**src/rtl/fir_interp_poly.sv**
```systemverilog
// fir_interp_poly: polyphase interpolating FIR, one input sample in, INTERP phase outputs out,
// with runtime-loadable coefficients, round-half-up shift and output saturation.
module fir_interp_poly #(
  parameter int DATA_WIDTH     = 8,
  parameter int COEFF_WIDTH    = 8,
  parameter int OUT_WIDTH      = 8,
  parameter int INTERP         = 4,
  parameter int TAPS_PER_PHASE = 4,
  parameter int SHIFT          = 0
) (
  input  logic                                         clk,
  input  logic                                         rst,
  input  logic                                         in_valid,
  output logic                                         in_ready,
  input  logic signed [DATA_WIDTH-1:0]                 in_data,
  output logic                                         out_valid,
  input  logic                                         out_ready,
  output logic signed [OUT_WIDTH-1:0]                  out_data,
  output logic [$clog2(INTERP)-1:0]                    out_phase,
  input  logic                                         coeff_we,
  input  logic [$clog2(INTERP*TAPS_PER_PHASE)-1:0]     coeff_addr,
  input  logic signed [COEFF_WIDTH-1:0]                coeff_data,
  output logic                                         coeff_busy,
  input  logic                                         flush
);
  localparam int N     = INTERP * TAPS_PER_PHASE;
  localparam int PW    = $clog2(INTERP);
  localparam int AW    = $clog2(N);
  localparam int ACC_W = DATA_WIDTH + COEFF_WIDTH + $clog2(TAPS_PER_PHASE);
  localparam logic signed [ACC_W:0] RND  = (ACC_W + 1)'(2 ** SHIFT / 2);
  localparam logic signed [ACC_W:0] OMAX = (ACC_W + 1)'(2 ** (OUT_WIDTH - 1) - 1);
  localparam logic signed [ACC_W:0] OMIN = ~OMAX;

  typedef enum logic {IDLE, RUN} state_t;

  state_t                        state_q, state_d;
  logic [PW-1:0]                 phase_q, phase_d;
  logic signed [DATA_WIDTH-1:0]  x_q [TAPS_PER_PHASE];
  logic signed [DATA_WIDTH-1:0]  x_d [TAPS_PER_PHASE];
  logic signed [COEFF_WIDTH-1:0] h_q [N];
  logic signed [COEFF_WIDTH-1:0] h_d [N];
  logic signed [OUT_WIDTH-1:0]   out_data_q, out_data_d;
  logic signed [ACC_W-1:0]       acc;
  logic signed [ACC_W:0]         rnd;
  logic                          last, in_fire, out_fire, load;

  assign last     = phase_q == PW'(INTERP - 1);
  assign in_fire  = in_valid && in_ready;
  assign out_fire = out_valid && out_ready;
  assign load     = in_fire || (out_fire && !last);

  always_ff @(posedge clk or posedge rst)
    if (rst) state_q <= IDLE;
    else     state_q <= state_d;

  always_comb
    state_d = state_q == IDLE ? (in_fire ? RUN : IDLE) : (out_fire && last && !in_fire ? IDLE : RUN);

  // Within RUN a new sample is taken only as the last phase leaves, keeping bursts gapless.
  always_comb begin
    in_ready   = state_q == IDLE || (out_ready && last);
    out_valid  = state_q == RUN;
    coeff_busy = state_q != IDLE;
    out_data   = out_data_q;
    out_phase  = phase_q;
  end

  always_comb begin
    phase_d = in_fire ? '0 : out_fire ? (last ? '0 : phase_q + PW'(1)) : phase_q;
    x_d = x_q;
    if (in_fire) begin
      x_d[0] = in_data;
      for (int j = 1; j < TAPS_PER_PHASE; j++) x_d[j] = x_q[j-1];
    end else if (flush && state_q == IDLE) begin
      for (int j = 0; j < TAPS_PER_PHASE; j++) x_d[j] = '0;
    end
    h_d = h_q;
    if (coeff_we && state_q == IDLE && int'(coeff_addr) < N) h_d[coeff_addr] = coeff_data;
    // The phase being registered is evaluated on the post-shift delay line.
    acc = '0;
    for (int j = 0; j < TAPS_PER_PHASE; j++)
      acc += ACC_W'(h_q[AW'(INTERP * j) + AW'(phase_d)]) * ACC_W'(x_d[j]);
    rnd = ((ACC_W + 1)'(acc) + RND) >>> SHIFT;
    out_data_d = !load ? out_data_q :
                 rnd > OMAX ? OMAX[OUT_WIDTH-1:0] :
                 rnd < OMIN ? OMIN[OUT_WIDTH-1:0] : rnd[OUT_WIDTH-1:0];
  end

  always_ff @(posedge clk or posedge rst)
    if (rst) begin
      phase_q    <= '0;
      x_q        <= '{default: '0};
      h_q        <= '{default: '0};
      out_data_q <= '0;
    end else begin
      phase_q    <= phase_d;
      x_q        <= x_d;
      h_q        <= h_d;
      out_data_q <= out_data_d;
    end
endmodule

```
**config.mk**
```make
export PLATFORM = sky130hd
export DESIGN_NAME = fir_interp_poly
export DESIGN_NICKNAME = d
export VERILOG_FILES = /design/src/rtl/fir_interp_poly.sv
export SDC_FILE = /design/constraint.sdc
export NUM_CORES = 1
export LEC_CHECK = 0
export BUFFER_PORTS_ARGS = -buffer_cell sky130_fd_sc_hd__buf_2
export CAP_MARGIN = 0
export CORE_MARGIN = 5
export CORE_UTILIZATION = 65
export DETAILED_ROUTE_END_ITERATION = 8
export GPL_ROUTABILITY_DRIVEN = 0
export PLACE_DENSITY = 0.81
export SYNTH_ARGS = -nofsm -noshare
export SYNTH_HDL_FRONTEND = slang
export SYNTH_SLANG_ARGS = --single-unit
```
**constraint.sdc**
```tcl
create_clock -name clk -period 24.6 [get_ports clk]
set_input_delay 2.46 -clock clk [delete_from_list [all_inputs] [get_ports clk]]
set_output_delay 2.46 -clock clk [all_outputs]
set_load 0.005 [all_outputs]
```
==> results of run 1 <==
==> routing by layer <==
metal	wire length, µm	track usage (%)	share of wire (%)
met5	0	0	0
met3	3280	5.61	7.2
met1	17400	38.9	38
met4	2940	16.6	6.4
met2	22100	48.3	48
==> cell families (layout without fill, tap and decap cells) <==
group,after synthesis,count (layout)
compound gates,107,107
mux,215,215
flops,171,171
fa+ha+maj,416,416
simple gates,413,413
xor+xnor,27,27
buf+inv,444,483
==> final cells by class <==
class                           instances  area (µm²)  share of cell area [%]
Inverter                              404        1520                    7.68
Tap cell                              384         480                    2.43
Clock buffer                           17         425                    2.15
Clock inverter                         14         160                   0.808
Multi-Input combinational cell       1178       12700                    64.0
Timing Repair Buffer                   48         265                    1.34
Sequential cell                       171        4280                    21.6
==> worst register-to-register path: cells and delay by family, from the launching register on <==
kind                       cells  cell delay, ns
adders and majority gates     10            4.44
AOI/OAI and AO/OA              5            2.00
and+or+nand+nor                8            1.90
buffers and inverters          5            0.89
muxes                          1            0.47
DFF                            1            0.42
xor gates and xnor gates       1            0.10
==> state kept, by name, summed over array words and instances (netlist names) <==
signal,cells
h_q,128
x_q,32
out_data,8
out_phase,2
coeff_busy,1
==> worst max path at each step <==
stage | to | depth (start not counted) | from | slack, ns
3_3_place_gp | out_data[4] | 30 | out_ready | 12.79
4_1_cts | out_data[3] | 30 | out_ready | 12.95
2_1_floorplan | out_data[1] | 30 | out_ready | 14.06
3_5_place_dp | out_data[3] | 30 | out_ready | 12.50
5_1_grt | out_data[3] | 30 | out_ready | 12.37
6_report | out_data[3] | 30 | out_ready | 12.82
==> cell usage after synthesis (5+ instances only) <==
library cell    n
buf_4           5
o21ai_0        12
nand2b_1       30
and3_1         19
o21ai_1        20
o21a_1         15
nor3_1          8
xnor2_1        24
nand3_1         7
fa_1          318
buf_2          12
mux2_2        160
a21oi_1        38
nor2b_1         9
inv_1         404
a211oi_1        7
mux2i_1        55
and2_1         17
dfrtp_1       171
ha_1           98
nor2_1        184
nand2_1       124
clkbuf_1       19
==> per-stage QoR <==
step | worst slack (ns) | cell area, µm²
5_1_grt | 12.37 | 19800
3_5_place_dp | 12.50 | 19200
2_1_floorplan | 14.06 | 18600
4_1_cts | 12.95 | 19800
6_report | 12.82 | 19800
3_3_place_gp | 12.79 | 19200
==> run metrics, run 1 <==
fin nets=~2300; number of synthesized register bits=roughly 170; Post-route DRC=0; Post-Syn Area per Cell=~10 µm²; largest net degree at the start of global routing=90; DR iter-0 viols=1050; CTS buffer count=17; worst skew pair latency=0.45 ns; Hold/Removal Path Class=register to register; CP top delay family=adder cells; Pins Over Slew Limit=0; commonest non-fill, non-tap cell in the layout=inv_1; mux cell area share after synthesis=approximately an eighth; Synth Area in XOR/XNOR=roughly 1.3%; status=completed; post-synthesis cell type with the largest combined area=fa_1; Slew @ Worst Pin=1.13 ns; die area=roughly 32000 µm²; core area=between 20000 and 30000 µm²; Worst setup EP type=register; Worst R2R Setup Slack=around 14 ns; WHS Endpoint=h_q[62]; register area share after synthesis=a little under a quarter; reg2reg end=out_data[3]; Num Clock Sinks=roughly 170; crit path time final=approximately 12 ns; CP max stage cell=o21ai_1; Final Hold Viols=0; max frequency=~85 MHz; Initial Util=roughly two thirds; DIE HEIGHT=between 150 and 200 µm; Max clock buf depth=2; Clock Root Buffer=clkbuf_16; RSZ-0062 raised after global routing=no; DR vias=12900; hold path start=h_q[62]; Synth Cell Area=18600 µm²; Layout fillers=roughly 2000; post-synthesis simple-gate area fraction=roughly a tenth; Synth cell types=46; n_diodes=0; Final Core Density=a little over two thirds; chip width=between 150 and 200 µm; Cell Rows=62; post-synthesis net count=approximately 2200; Worst Skew=0.0209 ns; period utilization=a little under half; commonest register cell after synthesis=dfrtp_1; adder-cell share of the synthesized area=40.7%; Compound-Gate Fraction of Synth Area=~3.5%; CP most frequent cell=fa_1; CP Launch Type=input port; total of max-cap violations=0; CP bufs+invs=6; Post-Route WL=roughly 46000 µm; critical path type=input port to register; R2R depth=30; WP data required=~25 ns; Hold Path Stages=1; slew margin rel.=approximately 24%; drt pass-1 iters=6; Area growth syn-to-layout=6.31%; Total Neg Setup Slack=0 ns; GRT Total Usage=30.0%; Fin Hold WS=around 0.51 ns; post-synth top area share=between 30% and 40%; synth warn=0; antenna violations before repair=0; global route overflow=0; commonest non-fill, non-tap cells in the layout=403 x inv_1, 318 x fa_1, 184 x nor2_1; WP data arrival=roughly 12 ns; CTS tree=built; DR vias/cell=approximately 5.8; IO Count=39; EDFF count, synth=0; Post-CTS Setup Bufs=0; setup violators final=0; Worst path max stage delay=0.86 ns; Async S/R FF share, synth=100%; DR WL/cell=between 20 and 25 µm; Clk pin slew, worst setup/hold paths=roughly 0.070 ns; Max H-tree Level=4; Inst Count DP=approximately 2200; first-pass GRT wire length=between 70000 and 80000 µm; share of layout cells above drive strength 1=between 10% and 20%; post-route non-filler standard cell count=between 2000 and 2500; RR Startpoint=out_phase[0]; Routed Antenna Nets=0; hpwl dp=35900 µm; vias in the first global route=14000; CTS Hold Bufs=0; largest family of logic cells by synthesized area=adder cells; CTS resizes=0; dominant cells by area after synthesis=fa_1 34%, dfrtp_1 23%, mux2_2 9.7%, inv_1 8.1%, ha_1 6.6%; cells after synthesis=about 1800; PortBufs=38; critical path peak fanout=64
Power of run 1 is left out: the tool's default activity adds up to more than one toggle a clock period on the data nets, which glitch-free logic cannot reach.
==> inputs of run 2 (changes only) <==
ABC_AREA = 1   (was default)
CORE_UTILIZATION = 59   (was 65)
PLACE_DENSITY = 0.78   (was 0.81)
clock period = 10.2 ns   (was 24.6 ns; I/O delays follow)
==> run metrics, run 2 <==
DR iter-0 viols=1552 (+48%); EDFF count, synth=0 (unchanged); WP data arrival=9.23 ns (-2.89 ns); register area=4280 µm² (unchanged); register area share after synthesis=23.0% (about the same); DP Worst Slack=0.917 ns (-11.59 ns); commonest non-fill, non-tap cells in the layout=516 x inv_1, 483 x nand2_1, 318 x fa_1; DR vias=14400 (+12%); period utilization=around 87%; Layout fillers=2576 (+27%); total of max-cap violations=0 (unchanged); first-pass GRT wire length=78200 µm (+6.9%); slew margin rel.=35.0% (+11 points); WP data required=10.53 ns (-14.41 ns); Async S/R FF share, synth=100% (unchanged); commonest non-fill, non-tap cell in the layout=inv_1; n_diodes=0 (unchanged); CP most frequent cell=nand2_1; worst skew pair latency=0.45 ns (about the same); Synth Area in XOR/XNOR=0.517% (-0.75 points); Max H-tree Level=4 (unchanged); Worst Skew=0.0158 ns (-0.00513 ns); Clk pin slew, worst setup/hold paths=0.08 ns (about the same); Hold Path Stages=2 (+1); post-synthesis simple-gate area fraction=18.4% (+8.6 points); Clock Root Buffer=clkbuf_16; setup violators final=0 (unchanged); DR vias/cell=5.48 (-5.8%); Hold/Removal Path Class=register to register; CTS tree=built; CP Launch Type=input port; count leader, synth=inv_1; CP max stage cell=inv_2; share of layout cells above drive strength 1=5.38% (-8.3 points); DIE HEIGHT=188 µm (+4.7%); number of synthesized register bits=171 (unchanged); Max clock buf depth=2 (unchanged); status=completed; Most flops, register=h_q; critical path peak fanout=39 (-39%); commonest register cell after synthesis=dfrtp_1; Synth cell types=34 (-26%); Slew @ Worst Pin=0.976 ns (-0.152 ns); Initial Util=59.4% (-6.1 points); synth warn=0 (unchanged); DR WL/cell=17.8 µm (-14%); Num Clock Sinks=171 (unchanged); hpwl dp=37900 µm (+5.5%); drt pass-1 iters=6 (unchanged); vias in the first global route=15100 (+7.5%); Routed Antenna Nets=0 (unchanged); Post-Syn Area per Cell=8.47 µm² (-19%); max frequency=roughly 110 MHz; Inst Count DP=2601 (+19%); core area=31400 µm² (+10%); GRT Total Usage=28.1% (-2.0 points); R2R depth=39 (+30%); post-synthesis net count=2644 (+18%); RSZ-0062 raised after global routing=no; chip width=188 µm (+4.7%); dominant cells by area after synthesis=fa_1 34%, dfrtp_1 23%, inv_1 10%, nand2_1 9.7%, ha_1 6.6%; Post-route DRC=0 (unchanged); cells after synthesis=2202 (+23%); Worst path max stage delay=0.54 ns (-0.32 ns); max reg flops=128 (unchanged); Synth Cell Area=18600 µm² (about the same); critical path type=input port to register; post-synthesis cell type with the largest combined area=fa_1; CTS resizes=0 (unchanged); fin nets=2660 (+18%); Post-synth top cells=518 x inv_1, 483 x nand2_1, 318 x fa_1; global route overflow=0 (unchanged); Area growth syn-to-layout=6.15%; Worst setup EP type=register; crit path time final=8.89 ns; post-synth top area share=34.1% (about the same); PortBufs=38 (unchanged); final worst slack=1.31 ns (-11.52 ns); antenna violations before repair=0 (unchanged); mux cell area share after synthesis=0.0537% (-13 points); Post-Route WL=47000 µm (+2.7%); CTS Hold Bufs=0 (unchanged); Multi-input gate area=12100 µm² (-4.4%); Post-CTS Setup Bufs=0 (unchanged); Total Neg Setup Slack=0 ns (unchanged); Compound-Gate Fraction of Synth Area=5.32% (+1.9 points); post-route non-filler standard cell count=2633 (+19%); die area=35300 µm² (+9.6%); IO Count=39 (unchanged); largest family of logic cells by synthesized area=adder cells; Cell Rows=65 (+4.8%); CTS buffer count=17 (unchanged); Final Hold Viols=0 (unchanged); adder-cell share of the synthesized area=40.7% (about the same); Pins Over Slew Limit=0 (unchanged); largest net degree at the start of global routing=92 (+2.2%)
## run 2: per-stage QoR
step           hold slack, ns  util [%]  cell area, µm²
2_1_floorplan           0.453         -           18600
3_3_place_gp            0.462      61.1           19200
3_5_place_dp            0.473      61.1           19200
4_1_cts                 0.490      63.0           19800
5_1_grt                 0.501      63.0           19800
6_report                0.485      63.0           19800
## run 2: routing by layer
layer	share of wire [%]	routed length, µm	GRT usage (%)
met2	48	22800	46.9
met4	5.5	2590	13.1
met3	8.0	3770	4.97
met1	38	17900	36.0
met5	0	0	0
## run 2: cells by family (layout without fill, tap and decap cells)
group | after synthesis | after routing
buffers and inverters | 578 | 607
AND/OR/NAND/NOR | 838 | 838
AO/OA/AOI/OAI | 187 | 187
flip-flops | 171 | 171
adder cells (fa/ha/maj) | 416 | 416
XOR/XNOR | 11 | 11
multiplexers | 1 | 1
## run 2: cell type report
type / count / area share [%]
clock buffers: 18 / 2.22
clock inverters: 14 / 0.879
inverters: 521 / 9.91
multi-input cells: 1453 / 61.3
flip-flops and latches: 171 / 21.6
well taps: 402 / 2.54
repair buffers: 54 / 1.57
## run 2: worst paths after layout
kind / startpoint / end / slack (ns)
min in group asynchronous: rst / out_data[2] / 0.73
max reg2reg: out_phase[0] / out_data[0] / 1.32
min: h_q[98] / h_q[98] / 0.48
min reg2reg: h_q[98] / h_q[98] / 0.48
max: out_ready / out_data[0] / 1.31
max in group asynchronous: rst / h_q[33] / 7.88
## run 2: critical path: cells and delay by family
kind	cells	cell delay [ns]
buffers and inverters	10	1.54
AND/OR/NAND/NOR	16	1.74
adder cells (fa/ha/maj)	9	4.37
AO/OA/AOI/OAI	3	0.55
Power of run 2 is left out for the same reason.
==> inputs of run 3 (changes only) <==
CORE_UTILIZATION = 31   (was 59)
CTS_BUF_LIST = sky130_fd_sc_hd__clkbuf_8   (was default)
PLACE_DENSITY = 0.46   (was 0.78)
==> run metrics, run 3 (synthesized netlist as in run 2, its figures left out) <==
PortBufs=38 (unchanged); final worst slack=1.20 ns (-0.104 ns); IO Count=39 (unchanged); DR vias=13800 (-4.7%); R2R depth=33 (-15%); vias in the first global route=14700 (-2.3%); period utilization=88.2% (+1.0 points); global route overflow=0 (unchanged); CP top delay family=adder cells; max reg flops=128 (unchanged); Worst setup EP type=register; commonest non-fill, non-tap cell in the layout=inv_1; Hold/Removal Path Class=register to register; Most flops, register=h_q; Post-Route WL=52800 µm (+12%); critical path peak fanout=33 (-15%); DIE HEIGHT=255 µm (+36%); first-pass GRT wire length=85000 µm (+8.8%); largest net degree at the start of global routing=68 (-26%); max frequency=111 MHz (-1.2%); CTS buffer count=17 (unchanged); RSZ-0062 raised after global routing=no; DP Worst Slack=0.743 ns (-0.175 ns); GRT Total Usage=17.1% (-11 points); final non-filler cell area=20100 µm² (+1.4%); chip width=255 µm (+36%); Slew @ Worst Pin=0.965 ns (-0.0111 ns); WP data required=10.68 ns (+0.15 ns); crit path time final=9.00 ns (+0.104 ns); Area growth syn-to-layout=7.58%; status=completed; WP data arrival=9.48 ns (+0.25 ns); setup violators final=0 (unchanged); die area=65100 µm² (+85%); CTS resizes=0 (unchanged); slew margin rel.=35.3% (+0.31 points); register area=4280 µm² (unchanged); Routed Antenna Nets=0 (unchanged); CP max stage cell=fa_1; commonest non-fill, non-tap cells in the layout=516 x inv_1, 483 x nand2_1, 318 x fa_1; worst skew pair latency=0.55 ns (+0.10 ns); Worst R2R Setup Slack=1.20 ns (-0.12 ns); CP most frequent cell=fa_1; stages on the worst setup path=33 (-13%); Num Clock Sinks=171 (unchanged); Initial Util=31.5% (-28 points); Layout fillers=6354 (+150%); Max H-tree Level=4 (unchanged); post-placement cell area=19700 µm² (+2.6%); antenna violations before repair=0 (unchanged); total of max-cap violations=0 (unchanged); Total Neg Setup Slack=0 ns (unchanged); Clk pin slew, worst setup/hold paths=0.13 ns (+0.05 ns); DR WL/cell=17.5 µm (-1.7%); DR vias/cell=4.57 (-17%); Multi-input gate area=12100 µm² (unchanged); CP Launch Type=register; CTS tree=built; Post-CTS Setup Bufs=0 (unchanged); share of layout cells above drive strength 1=5.59% (+0.21 points); Post-route DRC=0 (unchanged); Clock Root Buffer=clkbuf_8; Pins Over Slew Limit=0 (unchanged); CTS Hold Bufs=0 (unchanged); Hold Path Stages=2 (unchanged); Max clock buf depth=2 (unchanged); core area=59200 µm² (+89%); Final Hold Viols=0 (unchanged); Worst path max stage delay=0.77 ns (+0.23 ns); drt pass-1 iters=8 (+2); DR iter-0 viols=936 (-40%); fin nets=2665 (+0.19%); Worst Skew=0.0457 ns (+0.0299 ns); Cell Rows=89 (+37%); hpwl dp=43900 µm (+16%); critical path type=register to register; n_diodes=0 (unchanged); CP bufs+invs=7 (-3)
-- run 3: cell count changes in the layout (fill, tap and decap cells not counted), moves of 2 or more --
cell | previous run | this run
clkbuf_16 | 17 | 0
clkbuf_8 | 1 | 18
buf_4 | 16 | 21
clkinv_2 | 0 | 2
clkinv_8 | 3 | 1
-- run 3: worst paths after layout --
| kind | start | to |
|---|---|---|
| worst min-delay path | h_q[119] | h_q[119] |
| min in group asynchronous | rst | out_data[1] |
| max in group asynchronous | rst | h_q[81] |
| worst max register to register | out_phase[0] | out_data[2] |
| worst min register to register | h_q[119] | h_q[119] |
| worst max-delay path | out_phase[0] | out_data[2] |
-- run 3: final cells by class --
cell class / count / share of cell area [%]
Sequential cell: 171 / 21.3
Multi-Input combinational cell: 1453 / 60.4
Inverter: 521 / 9.78
Timing Repair Buffer: 59 / 1.73
Clock inverter: 14 / 0.655
Tap cell: 773 / 4.82
Clock buffer: 18 / 1.24
-- run 3: worst min-delay path, delay by kind of cell, from the launching register on --
| kind | cells | cell delay (ns) |
|---|---|---|
| flops | 1 | 0.35 |
| compound gates | 1 | 0.06 |
| simple gates | 1 | 0.05 |
-- run 3: metal layers --
| metal | vias up | part of all wire [%] | track usage [%] |
|---|---|---|---|
| met1 | 6869 | 45 | 23.2 |
| li1 | 6559 | - | - |
| met4 | 0 | 2.1 | 4.17 |
| met5 | - | 0 | 0 |
| met3 | 41 | 5.4 | 3.64 |
| met2 | 284 | 48 | 28.3 |
-- run 3: metrics by stage --
step | utilization [%] | instances | hold WS, ns
final | 33.9 | 3009 | 0.491
after detailed placement | 33.2 | 2977 | 0.463
after floorplan | - | 2202 | 0.453
after global placement | 33.2 | 2977 | 0.466
after global routing | 33.9 | 3009 | 0.511
after CTS | 33.9 | 3009 | 0.496
Power of run 3 is left out for the same reason.
